## src/rtl/ssd_scan_driver.sv

```systemverilog
// ssd_scan_driver: 4-digit common-anode seven-segment scan driver with symbol decode and 1 Hz blink.
// Optional SSD_ANTIGHOST_EN blanks the anodes for GAP_CYCLES at the start of every slot.
module ssd_scan_driver #(
  parameter int SCAN_DIV   = 100000,
  parameter int BLINK_HALF = 50000000,
  parameter int GAP_CYCLES = 8
) (
  input  logic        clk,
  input  logic        rst,
  input  logic [19:0] code,
  input  logic [3:0]  blink_mask,
  output logic [3:0]  an,
  output logic [6:0]  seg
);
  localparam int SW = SCAN_DIV > 1 ? $clog2(SCAN_DIV) : 1;
  localparam int BW = BLINK_HALF > 1 ? $clog2(BLINK_HALF) : 1;
  logic [SW-1:0] scan_cnt;
  logic [BW-1:0] blink_cnt;
  logic [1:0]    dig_idx, nxt_idx;
  logic          blink_phase, started, wrap, dark;
  logic [4:0]    sym;
  logic [3:0]    an_lit;
  logic [6:0]    seg_nxt;
  function automatic logic [6:0] dec(input logic [4:0] s);
    logic [6:0] r;
    r = 7'h7F;
    case (s)
      5'h00: r = 7'h40; 5'h01: r = 7'h79; 5'h02: r = 7'h24; 5'h03: r = 7'h30;
      5'h04: r = 7'h19; 5'h05: r = 7'h12; 5'h06: r = 7'h02; 5'h07: r = 7'h78;
      5'h08: r = 7'h00; 5'h09: r = 7'h10; 5'h0A: r = 7'h08; 5'h0B: r = 7'h03;
      5'h0C: r = 7'h46; 5'h0D: r = 7'h21; 5'h0E: r = 7'h06; 5'h0F: r = 7'h0E;
      5'h11: r = 7'h3F; 5'h12: r = 7'h47; 5'h13: r = 7'h46; 5'h14: r = 7'h0C;
      5'h15: r = 7'h41; 5'h16: r = 7'h2B; 5'h17: r = 7'h2F;
      default: r = 7'h7F;
    endcase
    return r;
  endfunction
  // The first edge after reset acts as a slot boundary so scanning starts at digit 0.
  always_comb begin
    wrap    = !started || scan_cnt == SW'(SCAN_DIV - 1);
    nxt_idx = dig_idx + 2'd1;
    sym     = nxt_idx == 2'd0 ? code[4:0] : nxt_idx == 2'd1 ? code[9:5] :
              nxt_idx == 2'd2 ? code[14:10] : code[19:15];
    dark    = blink_mask[nxt_idx] & ~blink_phase;
    seg_nxt = dark ? 7'h7F : dec(sym);
  end
  always_ff @(posedge clk or posedge rst) begin
    if (rst) begin
      started     <= 1'b0;
      scan_cnt    <= '0;
      blink_cnt   <= '0;
      dig_idx     <= 2'd3;
      blink_phase <= 1'b1;
      an_lit      <= 4'hF;
      seg         <= 7'h7F;
    end else begin
      started <= 1'b1;
      if (blink_cnt == BW'(BLINK_HALF - 1)) begin
        blink_cnt   <= '0;
        blink_phase <= ~blink_phase;
      end else begin
        blink_cnt <= blink_cnt + BW'(1);
      end
      if (wrap) begin
        scan_cnt <= '0;
        dig_idx  <= nxt_idx;
        an_lit   <= dark ? 4'hF : ~(4'b0001 << nxt_idx);
        seg      <= seg_nxt;
      end else begin
        scan_cnt <= scan_cnt + SW'(1);
      end
    end
  end
`ifdef SSD_ANTIGHOST_EN
  assign an = scan_cnt < SW'(GAP_CYCLES) ? 4'hF : an_lit;
`else
  assign an = an_lit;
`endif
endmodule

```

## config.mk

```make
export PLATFORM = sky130hd
export DESIGN_NAME = ssd_scan_driver
export DESIGN_NICKNAME = d
export VERILOG_FILES = /design/src/rtl/ssd_scan_driver.sv
export SDC_FILE = /design/constraint.sdc
export NUM_CORES = 1
export LEC_CHECK = 0
export ABC_AREA = 1
export CORE_ASPECT_RATIO = 1.5
export CORE_MARGIN = 5
export CORE_UTILIZATION = 55
export DETAILED_ROUTE_END_ITERATION = 10
export PLACE_DENSITY_LB_ADDON = 0.15
export SLEW_MARGIN = 20
export SYNTH_ARGS = -nofsm -noshare
export SYNTH_HDL_FRONTEND = slang
export SYNTH_SLANG_ARGS = --single-unit
export TNS_END_PERCENT = 5
```

## constraint.sdc

```tcl
create_clock -name clk -period 4.2 [get_ports clk]
set_input_delay 0.42 -clock clk [delete_from_list [all_inputs] [get_ports clk]]
set_output_delay 0.42 -clock clk [all_outputs]
set_load 0.02 [all_outputs]
```

==> metrics.cfg <==
[grt]
grt_pass1_wl_um = 14900
antenna_found_initial = 0
grt_overflow = 0
grt_pass1_vias = 3365
track_usage_pct = 22.2
grt_max_degree = 41

[critical_path]
path_cells = inv_1 -> ha_1 -> inv_1 -> nand2_1 -> nand2_1 -> o21ai_0 -> inv_1 -> ha_1 -> nand3_1 -> nand2_1 -> nand2_1 -> nand2_1 -> nand2_1 -> a21oi_1
reg2reg_slack_ns = 1.61
crit_slowest_cell = dfstp_2
cp_max_fo = 6
endpoint_kind = flip-flop
cpLargestDelayFamily = flip-flops
path_buf_inv = 3
rr_startpoint = dig_idx[0]$_DFFE_PP1N_
worst-setup-path-type = flip-flop to flip-flop
slowest_delay_ns = 0.59
timing.rr.end = seg[0]$_DFFE_PP1N_
critPathRequiredTime_ns = 4.47
path_common_cell = nand2_1
start_kind = flip-flop
worstPathArrival_ns = 2.85
reg2reg_depth = 14

[layout]
num_antenna_cells = 0
area_delta_synth_final_pct = 15.8
fillCellCount = 583
final_nets = 581
drive_gt1_share_pct = 10.5

[synth]
synth_top_cell_area_share_pct = 29.9
synth_edf_count = 0
synth_area_sq_mm = 0.00368
synth_common_cells = 117 x nand2_1, 76 x nor2_1, 65 x inv_1
async_flop_share_pct = 100
syn_nets = 540
ys.flop_type = dfrtp_1
synthDistinctLibCells = 34
synth-warning-count = 0
synth_area_leaders = dfrtp_1 30%, nand2_1 12%, dfstp_2 10%
synthCells = 498
ys_seq_elements = 58
ys_seq_area_share_pct = 39.9
synth.largest_area_cell = dfrtp_1
synth_area_per_cell_sq_um = 7.38
yosysMostFrequentCell = nand2_1

[clocking]
cts-buffers-inserted = 9
clock_latency_ns = 0.34
post_cts_buffers = 0
cts_tree = done
clk_path_buf_depth = 2
clkSinkCount = 58
clk_pin_slew_worst_paths_ns = 0.06
cts_hold_buf = 0
cts-resized-gates = 0
htreeDepth = 3
root_buffer = clkbuf_8

[hold_path]
hp-class = flip-flop to flip-flop
min_from = scan_cnt[0]$_DFF_PP0_
min_to = scan_cnt[0]$_DFF_PP0_
min_path_cells = 1

[timing]
finalSetupViolCount = 0
fin_skew_ns = 0.00900
max_freq_ghz = 0.386
relSlewSlack_pct = 44.0
finalHoldViolCount = 0
finalSetupTns_ns = 0
timing.final.crit_period_ns = 2.59
drv_slew = 0
rsz0062_at_grt = no
worstMarginPinSlew_ns = 0.839
fin_crit_sh_pct = 61.6
hold_ws_ns = 0.465

[floorplan]
start_util_pct = 56.3
die_h_um = 110
die_area_sq_mm = 0.00846
coreArea_sq_mm = 0.00653
die_width_um = 76.8
rows = 36
num_io_pins = 37

[drt]
drtPass1Iterations = 4
num_vias = 3248
first_iter_violations = 164
ant_nets = 0
routed_via_density = 5.25
drt-total-wl_um = 8590
drc = 0
wire_per_inst_um = 13.9

[pwr]
powerDensity_mw_per_mm2 = 555
peakVddDrop_mv = 0.351
p_leak_nw = 2.07

[placed_design]
place_congestion = 0.934
dp_hpwl_um = 6550
io_buffers = 36

[flow_run]
drv_cap = 0

[status]
run_status = complete, no violations

## placed cells by master, fill, tap and decap left out, drive strengths merged
cell type,synthesis,layout
nand2,123,123
nor2,82,82
inv,68,68
nand3,47,47
dfrtp,44,44
clkdlybuf4s50,0,36
a21oi,30,30
ha,16,16
xor2,15,15
dfstp,14,14
nor3,13,13
nand4,12,12
o21ai,11,11
clkbuf,0,10
or2,6,6
nor4,4,4
xnor2,3,3
clkinv,0,3
o211ai,1,1
o21a,1,1
clkinvlp,0,1
bufinv,0,1
buf,7,1
conb,1,1
## power by group
| group | switching (mW) | internal (mW) |
|---|---|---|
| clock | 0.221 | 0.269 |
| sequential | 0.0354 | 0.653 |
| combinational | 0.765 | 0.418 |
| total | 1.02 | 1.34 |
## layer usage
metal | up-vias | global-route usage, % | routed length [um]
met5 | - | 0 | 0
met4 | 0 | 13.5 | 405
met3 | 36 | 5.04 | 306
met2 | 83 | 41.7 | 4590
met1 | 1475 | 22.0 | 3280
li1 | 1654 | - | -
## worst max-delay path by stage
stage	startpoint	to	slack (ns)	cells past startpoint
6_report	dig_idx[0]$_DFFE_PP1N_	seg[0]$_DFFE_PP1N_	1.61	14
5_1_grt	dig_idx[0]$_DFFE_PP1N_	seg[6]$_DFFE_PP1N_	1.30	11
4_1_cts	dig_idx[0]$_DFFE_PP1N_	seg[0]$_DFFE_PP1N_	1.61	14
3_5_place_dp	dig_idx[0]$_DFFE_PP1N_	seg[6]$_DFFE_PP1N_	1.63	11
3_3_place_gp	dig_idx[0]$_DFFE_PP1N_	seg[6]$_DFFE_PP1N_	1.72	11
2_1_floorplan	dig_idx[0]$_DFFE_PP1N_	seg[0]$_DFFE_PP1N_	1.95	14
## through the flow
| step | instance area, sq um | utilization, % | setup WS, ns | power [mW] | cells |
|---|---|---|---|---|---|
| 2_1_floorplan | 3680 | - | 1.95 | 1.62 | 498 |
| 3_3_place_gp | 4080 | 62.4 | 1.72 | 1.88 | 604 |
| 3_5_place_dp | 4080 | 62.4 | 1.63 | 1.88 | 604 |
| 4_1_cts | 4260 | 65.2 | 1.61 | 2.38 | 619 |
| 5_1_grt | 4260 | 65.2 | 1.30 | 2.55 | 619 |
| 6_report | 4260 | 65.2 | 1.61 | 2.36 | 619 |
## worst register-to-register path, stage by stage (launching register included)
cell     delay (ns)
dfstp_2        0.59
inv_1          0.11
ha_1           0.29
inv_1          0.18
nand2_1        0.08
nand2_1        0.05
o21ai_0        0.23
inv_1          0.23
ha_1           0.26
nand3_1        0.11
nand2_1        0.08
nand2_1        0.05
nand2_1        0.08
nand2_1        0.04
a21oi_1        0.14
## cells by family after synthesis
| logic type | Yosys count | share of synthesized area [%] |
|---|---|---|
| xor+xnor | 18 | 4.29 |
| buf+inv | 75 | 8.78 |
| fa+ha+maj | 16 | 5.44 |
| other cells | 1 | 0.102 |
| compound gates | 43 | 6.29 |
| simple gates | 287 | 35.1 |
| flops | 58 | 39.9 |
## registers in the layout, summed over array words and instances (netlist names)
signal,flops
an,4
blink_cnt,26
blink_phase,1
dig_idx,2
scan_cnt,17
seg,7
started,1
## layout make-up
type | instances | area, sq um | share of cell area (%)
multi-input combinational | 365 | 1890 | 44.3
sequential | 58 | 1470 | 34.5
timing repair buffer | 37 | 368 | 8.64
inverter | 68 | 258 | 6.05
clock buffer | 10 | 128 | 3.00
tap | 76 | 95.1 | 2.23
clock inverter | 5 | 56.3 | 1.32
Note: power is estimated with default switching activity, not from simulation.
